--- src/rtl/mmio_pkg.sv ---
// mmio_pkg: shared constants for the mmio_unit I/O page.
//   PAGE            - io_addr[15:8] value that selects this block
//   OFF_*           - word-aligned register offsets within the page
//   ST_*            - bit positions inside the status registers
package mmio_pkg;

    localparam logic [7:0] PAGE = 8'hFF;

    localparam logic [7:0] OFF_LED        = 8'h00;
    localparam logic [7:0] OFF_OUT_STATUS = 8'h04;
    localparam logic [7:0] OFF_OUT_DATA   = 8'h08;
    localparam logic [7:0] OFF_IN_STATUS  = 8'h0C;
    localparam logic [7:0] OFF_IN_DATA    = 8'h10;
    localparam logic [7:0] OFF_SW         = 8'h14;
    localparam logic [7:0] OFF_CYCLE      = 8'h18;

    localparam int ST_NOT_FULL = 0;
    localparam int ST_EMPTY    = 1;
    localparam int ST_OVF      = 2;
    localparam int ST_IN_VALID = 0;

endpackage

--- src/rtl/mmio_tx_fifo.sv ---
// mmio_tx_fifo: synchronous FIFO for the byte-output channel.
// Ports:
//   clk, rst          - clock, synchronous active-high reset
//   i_push/i_push_data- write request and byte; ignored while full
//   i_pop             - read request; ignored while empty
//   o_full, o_empty   - status from the current (pre-edge) state
//   o_head            - oldest byte, forced to 0 while empty
// Full/empty use pointers one bit wider than the address so that
// equal addresses can be told apart by the wrap bit.
module mmio_tx_fifo #(
    parameter int DEPTH = 8,
    parameter int W     = 8
) (
    input  logic         clk,
    input  logic         rst,
    input  logic         i_push,
    input  logic [W-1:0] i_push_data,
    input  logic         i_pop,
    output logic         o_full,
    output logic         o_empty,
    output logic [W-1:0] o_head
);
    localparam int AW = $clog2(DEPTH);

    logic [W-1:0] r_mem [DEPTH];
    logic [AW:0]  r_wr_ptr;
    logic [AW:0]  r_rd_ptr;
    logic         w_do_push;
    logic         w_do_pop;

    assign o_empty   = (r_wr_ptr == r_rd_ptr);
    assign o_full    = (r_wr_ptr == {~r_rd_ptr[AW], r_rd_ptr[AW-1:0]});
    // Full is judged before the edge: a same-cycle pop does not make room.
    assign w_do_push = i_push & ~o_full;
    assign w_do_pop  = i_pop & ~o_empty;
    assign o_head    = o_empty ? '0 : r_mem[r_rd_ptr[AW-1:0]];

    always_ff @(posedge clk) begin
        if (rst) begin
            r_wr_ptr <= '0;
            r_rd_ptr <= '0;
        end else begin
            if (w_do_push) r_wr_ptr <= r_wr_ptr + 1'b1;
            if (w_do_pop)  r_rd_ptr <= r_rd_ptr + 1'b1;
        end
    end

    // Storage is not reset; the head is masked while empty instead.
    always_ff @(posedge clk) begin
        if (w_do_push) r_mem[r_wr_ptr[AW-1:0]] <= i_push_data;
    end

endmodule

--- src/rtl/mmio_unit.sv ---
// mmio_unit: memory-mapped peripherals on the 0xFF00-0xFFFF I/O page.
// Ports:
//   clk, rst                  - clock, synchronous active-high reset
//   io_addr/io_dout/io_we/io_rd - CPU I/O bus; io_din is combinational
//   led                       - LED register
//   sw                        - asynchronous switches (2-flop synchronized)
//   tx_data/tx_valid/tx_ready - output FIFO drain port
//   rx_data/rx_valid/rx_ready - single-entry input mailbox fill port
// Build option: define MMIO_CYCLE_CNT_EN to build the 32-bit CYCLE counter
// at offset 0x18; otherwise that offset reads 0.
module mmio_unit
    import mmio_pkg::*;
#(
    parameter int TX_DEPTH = 8,
    parameter int LED_W    = 16,
    parameter int SW_W     = 16
) (
    input  logic             clk,
    input  logic             rst,
    input  logic [15:0]      io_addr,
    input  logic [31:0]      io_dout,
    input  logic             io_we,
    input  logic             io_rd,
    output logic [31:0]      io_din,
    output logic [LED_W-1:0] led,
    input  logic [SW_W-1:0]  sw,
    output logic [7:0]       tx_data,
    output logic             tx_valid,
    input  logic             tx_ready,
    input  logic [31:0]      rx_data,
    input  logic             rx_valid,
    output logic             rx_ready
);
    logic             w_sel;
    logic [7:0]       w_off;
    logic             w_wr;
    logic             w_push;
    logic             w_full;
    logic             w_empty;
    logic             w_mb_clear;
    logic             w_mb_fill;
    logic             w_unused;

    logic [LED_W-1:0] r_led;
    logic             r_ovf;
    logic             r_mb_valid;
    logic [31:0]      r_mb_data;
    logic [SW_W-1:0]  r_sw_meta;
    logic [SW_W-1:0]  r_sw_sync;

    assign w_sel  = (io_addr[15:8] == PAGE);
    assign w_off  = {io_addr[7:2], 2'b00};
    assign w_wr   = io_we & w_sel;
    assign w_push = w_wr & (w_off == OFF_OUT_DATA);
    // Reading IN_DATA while empty is harmless: nothing to clear.
    assign w_mb_clear = io_rd & w_sel & (w_off == OFF_IN_DATA) & r_mb_valid;
    assign w_mb_fill  = rx_valid & ~r_mb_valid;
    assign w_unused   = ^{io_addr[1:0], io_dout};

    mmio_tx_fifo #(
        .DEPTH (TX_DEPTH),
        .W     (8)
    ) u_tx_fifo (
        .clk         (clk),
        .rst         (rst),
        .i_push      (w_push),
        .i_push_data (io_dout[7:0]),
        .i_pop       (tx_ready),
        .o_full      (w_full),
        .o_empty     (w_empty),
        .o_head      (tx_data)
    );

    assign tx_valid = ~w_empty;
    assign rx_ready = ~r_mb_valid;
    assign led      = r_led;

    always_ff @(posedge clk) begin
        if (rst) begin
            r_led      <= '0;
            r_ovf      <= 1'b0;
            r_mb_valid <= 1'b0;
            r_mb_data  <= '0;
            r_sw_meta  <= '0;
            r_sw_sync  <= '0;
        end else begin
            r_sw_meta <= sw;
            r_sw_sync <= r_sw_meta;
            if (w_wr && w_off == OFF_LED) r_led <= io_dout[LED_W-1:0];
            // Set and W1C clear target different offsets, so never collide.
            if (w_push && w_full) begin
                r_ovf <= 1'b1;
            end else if (w_wr && w_off == OFF_OUT_STATUS && io_dout[ST_OVF]) begin
                r_ovf <= 1'b0;
            end
            // Fill needs valid low, clear needs valid high: mutually exclusive.
            if (w_mb_fill) begin
                r_mb_valid <= 1'b1;
                r_mb_data  <= rx_data;
            end else if (w_mb_clear) begin
                r_mb_valid <= 1'b0;
            end
        end
    end

`ifdef MMIO_CYCLE_CNT_EN
    logic [31:0] r_cycle;
    always_ff @(posedge clk) begin
        if (rst) r_cycle <= '0;
        else     r_cycle <= r_cycle + 32'd1;
    end
`endif

    always_comb begin
        io_din = '0;
        if (w_sel) begin
            case (w_off)
                OFF_LED: io_din = 32'(r_led);
                OFF_OUT_STATUS: begin
                    io_din[ST_NOT_FULL] = ~w_full;
                    io_din[ST_EMPTY]    = w_empty;
                    io_din[ST_OVF]      = r_ovf;
                end
                OFF_IN_STATUS: io_din[ST_IN_VALID] = r_mb_valid;
                OFF_IN_DATA:   io_din = r_mb_data;
                OFF_SW:        io_din = 32'(r_sw_sync);
`ifdef MMIO_CYCLE_CNT_EN
                OFF_CYCLE:     io_din = r_cycle;
`endif
                default:       io_din = '0;
            endcase
        end
    end

endmodule

--- config.mk ---
export PLATFORM = sky130hd
export DESIGN_NAME = mmio_unit
export DESIGN_NICKNAME = d
export VERILOG_FILES = /design/src/rtl/mmio_pkg.sv /design/src/rtl/mmio_tx_fifo.sv /design/src/rtl/mmio_unit.sv
export SDC_FILE = /design/constraint.sdc
export NUM_CORES = 1
export LEC_CHECK = 0
export CORE_MARGIN = 2
export CORE_UTILIZATION = 40
export DETAILED_ROUTE_END_ITERATION = 8
export GPL_ROUTABILITY_DRIVEN = 0
export PLACE_DENSITY = 0.64
export SYNTH_ARGS = -nofsm -noshare
export SYNTH_HDL_FRONTEND = slang
export SYNTH_SLANG_ARGS = --single-unit
--- constraint.sdc ---
create_clock -name clk -period 5.08 [get_ports clk]
set_input_delay 1.27 -clock clk [delete_from_list [all_inputs] [get_ports clk]]
set_output_delay 1.27 -clock clk [all_outputs]
set_load 0.005 [all_outputs]
Yosys cells after proc, flatten, opt, wreduce, memory -nomap -nowiden --
Memory sizes are Yosys's and may differ from the RTL's. A register that Yosys moved wholly into a read port is not among the register bits. Cells that the tools add are included.
Word-level totals: bits in registers 90, RAM bits 64, output and inout port bits 58, memories 1
Operators by class: $add $sub $neg 2, eq/ne operators 8, mux-type cells 13, bitwise operators 12, reductions and logical operators 7
Memories:
- u_tx_fifo.r_mem | words 8, bits a word 8, read ports 1, clocked after memory_dff 1, write ports 1, line mmio_tx_fifo.sv:25 | logic [W-1:0] r_mem [DEPTH];
Operator list (count):
- $pmux 29 s3 | 1
- $mux 32 | 1
- $eq 6x2->1 const B | 2
- $eq 6x3->1 const B | 2
- $add 4x1->4 const B | 2
- $and 1x1->1 | 8
- $eq 4x4->1 | 2
- $eq 8x8->1 const B | 1
- $logic_not 8->1 | 1
- $mux 8 | 1
- $pmux 2 s4 | 1
- $eq 6x1->1 const B | 1
- $mux 1 | 6
- $mux 3 | 2
- $pmux 1 s5 | 1
- $logic_and 1x1->1 | 4
- $not 1->1 | 4
- $reduce_bool 2->1 | 2

Logic depth before layout (Yosys ltp) --
word-level depth 6, depth in mapped cells 6, depth with buffers taken out 4

Modules after synthesis --
A second synthesis with hierarchy kept.
Second synthesis, totals: cell total of the unflattened synthesis 539, area, all modules 6344.8 um2
Modules (own cells, without submodules):
- mmio_tx_fifo | times used 1, cells an instance 186, area each 3200.6 um2, sequential area each 2142.1 um2
- mmio_unit | times used 1, cells an instance 353, area each 3144.3 um2, sequential area each 1641.6 um2

Worst setup path after synthesis --
No wires, ideal clock.
kind input -> output, from input port io_addr[5], to output port io_din[1], arrival 2.541 ns, data required time 3.810 ns, slack 1.269 ns, stages on the path 5, path through or4b_1 -> nor3_4 -> buf_2 -> nand2_1 -> a211oi_1
Between the ends: longest elaborated chain between the ends 3
RTL lines:
- from (decl) | line mmio_unit.sv:20 | input logic [15:0] io_addr,
- $eq 6x3->1, or another cell as far along | line mmio_unit.sv:117 | case (w_off)
- $pmux 2 s4 (*) | line mmio_unit.sv:117
- $mux 32 (*) | line mmio_unit.sv:116 | if (w_sel) begin
- to (decl) | line mmio_unit.sv:24 | output logic [31:0] io_din,
Every way passes the cells marked *; elsewhere a longest branch is shown, timed or not.

Worst setup path in the final report --
from input port io_addr[4], to output port io_din[15]
Between the ends: longest elaborated chain between the ends 3
RTL lines (line):
- $eq 6x3->1 or $logic_not 8->1 (tied branches) | mmio_unit.sv:117
- $pmux 29 s3 (*) | mmio_unit.sv:117
- $mux 32 (*) | mmio_unit.sv:116
Marks and branches as above.

==> results.md <==
- Status: complete, no violations
- Total CTS buffers: 17
- Min-delay src: r_sw_meta[1]
- Critical Path Start: io_addr[4]
- CTS tree: built
- Worst-Skew Late Latency: 0.42 ns
- Synthesized area per cell: 11.5 µm²
- Switching part of the total: 0.201
- Fmax: a little over 200 MHz
- P_int: about 0.0022 W
- RSZ-0062 raised after global routing: no
- Die area: 16600 µm²
- CP Capture Type: primary output
- Hold Vio Cnt, Final: 0
- Drt wl/cell: between 15 and 20 µm
- Initial antenna violation count: 0
- Leak: 2.91 nW
- Vias in the first global route: 4513
- DRT iter0 DRCs: 369
- Worst-path clk slew: 0.06 ns
- Largest net degree at the start of global routing: 60
- Yosys reg bits: 157
- IO buf count: roughly 140
- Routed WL: around 15000 µm
- Setup TNS: 0 ns
- Die width: about 130 µm
- Final period util: 0.977
- Asr flop ratio synth: 0
- Vias post-DR: 4611
- Global-route wire length before repair: 23600 µm
- Pwr Total: 0.00275 W
- Top-level port count: 160
- Slew Limit Fails: 0
- CP Launch Type: input port
- Final setup fails: 0
- Sequential area share after synthesis: 0.606
- Share of layout cells above drive strength 1: 0.109
- Starting Density: 0.411
- Synthesized Nets: 649
- Clock Sinks: approximately 160
- CTS max path bufs: 2
- Vias per std cell: 5.22
- Worst Path Required: roughly 3.8 ns
- Gr usage total: 0.187
- Worst reg2reg startpoint: u_tx_fifo.r_wr_ptr[0]
- Max-Cap Viols: 0
- Synth area leaders: edfxtp_1, dfxtp_1, mux4_2, a21oi_1, nand2_1
- Final net count: between 700 and 800
- Die Height: 129 µm
- Leading register cell type out of synthesis: dfxtp_1
- Switching pwr: between 0.0005 and 0.0006 W
- # diodes: 0
- # DRC: 0
- Synth top area share: 0.308
- Layout Cell Area excl Fill: 8460 µm²
- Crit Path Class: input port to primary output
- Hold Path Class: register to register
- Crit path time final: 4.96 ns
- WP data arrival: 3.69 ns
- CP Max Fanout: 13
- Post-synth EDFFs: 64
- Logic pwr share: 0.050
- Yosys Warn Count: 0
- Area Overhead vs Synth: 35.5%
- CORE AREA: about 15000 µm²
- Smallest hold slack: 0.434 ns
- DP Cell Count: 850
- Clock share of power: 0.460
- Synthesized cell area: between 6000 and 7000 µm²
- Root Buffer: clkbuf_16
- PwrDens: 325 nW/µm²
- ANT nets after route: 0
- H-tree Lvls: 4
- Synth Instances: about 550
- Finished Layout Cells: 884
- Pre-antenna DRT Iters: 7
- Floorplan row count: 45
- Total gr overflow: 0
- Worst rel slew slack: 0.242
- Worst Tran Pin Value: 1.13 ns
- Placed cell area: about 7800 µm²
- Seq pwr share: 0.490
- Distinct cell type count after synthesis: 48
- Dpl hpwl: 10400 µm
- Synth area leader: edfxtp_1
- Hold-fix buffers at CTS: 0
- Max IR drop VDD: 0.200 mV
- Clock Skews: 0.00515 ns
==> final cells by class <==
class	instances	area (µm²)
fillers	1288	6740
flip-flops and latches	157	3780
multi-input cells	338	2230
repair buffers	162	1590
clock buffers	21	450
well taps	188	235
clock inverters	11	141
inverters	7	26.3
==> metrics by stage <==
stage               setup slack (ns)  utilization
global route                 0.00280        0.557
global placement             -0.0222        0.515
finish                         0.118        0.557
floorplan                       1.27            -
CTS                           0.0576        0.555
detailed placement           -0.0156        0.515
==> routing by layer <==
metal  track usage  routed length, µm  vias to the layer above
li1              -                  -                     2249
met1         0.230               6220                     2198
met2         0.303               7270                      151
met3        0.0728               1190                       13
met4        0.0620                172                        0
met5             0                  0                        -
==> critical path, cell delays in order <==
cell and delay (ns):
clkdlybuf4s50_1 0.55, or4b_1 0.55, nor2_2 0.29, buf_4 0.26, a222oi_1 0.12, nor2_1 0.11
clkdlybuf4s50_1 0.54
==> placed cells by master (no fill, tap or decap), types with 4 or more instances in the layout <==
master and count:
nand2_1 70, o21ai_0 10, clkbuf_16 17, buf_4 19, a222oi_1 14, a21oi_1 54, nor2_1 29, dfxtp_1 93
xor2_1 4, mux4_2 16, mux2i_1 10, edfxtp_1 64, and3_1 17, o21ai_1 10, inv_1 7, clkdlybuf4s50_1 140
nand3_1 20, nor2b_1 33, nor4_1 7
==> state kept, by name (all words and copies together), names as in the netlist, named ones only <==
name and flops:
led 16, r_sw_sync 16, u_tx_fifo.r_rd_ptr 4, r_ovf 1, r_mb_valid 1, r_mb_data 32, u_tx_fifo.r_mem 64, u_tx_fifo.r_wr_ptr 4
r_sw_meta 16
==> cells in the mapped netlist, types with 4 or more instances <==
cell	n
a21oi_1	54
a222oi_1	14
and3_1	17
buf_2	13
clkbuf_1	21
dfxtp_1	93
edfxtp_1	64
inv_1	7
mux2i_1	10
mux4_2	16
nand2_1	70
nand3_1	20
nor2_1	29
nor2b_1	34
nor4_1	7
o21ai_0	10
o21ai_1	10
xor2_1	4
==> path summary, 6_finish.rpt <==
kind	end	slack, ns	cells after the start
worst min register to register	r_sw_sync[1]	0.43	1
worst max-delay path	io_din[15]	0.12	7
worst min-delay path	r_sw_sync[1]	0.43	1
worst max register to register	u_tx_fifo.r_mem[7][4]	2.59	5
==> power groups by stage <==
stage	Clock, W	Combinational, W	Sequential, W
6_report	0.00127	0.000138	0.00135
5_1_grt	0.00135	0.000151	0.00135
4_1_cts	0.00129	0.000139	0.00135
3_5_place_dp	0	0.000138	0.00137
3_3_place_gp	0	0.000135	0.00137
2_1_floorplan	0	0.0000528	0.00137
==> kinds of logic (layout without fill, tap and decap cells) <==
group           count (synthesis)  after routing  synth area share
simple gates                  203            203             0.168
flops                         157            157             0.606
compound gates                100            100            0.0980
buf+inv                        50            201            0.0389
mux                            27             27            0.0755
xor+xnor                        6              6           0.00962
fa+ha+maj                       2              2           0.00401
==> repair_timing <==
item,in CTS,in global routing
setup endpoints to repair,8,14
cloned,0,0
setup buffers,1,1
pin swaps,1,1
gates resized for setup,0,1
Power figures use the tool's default switching activity.
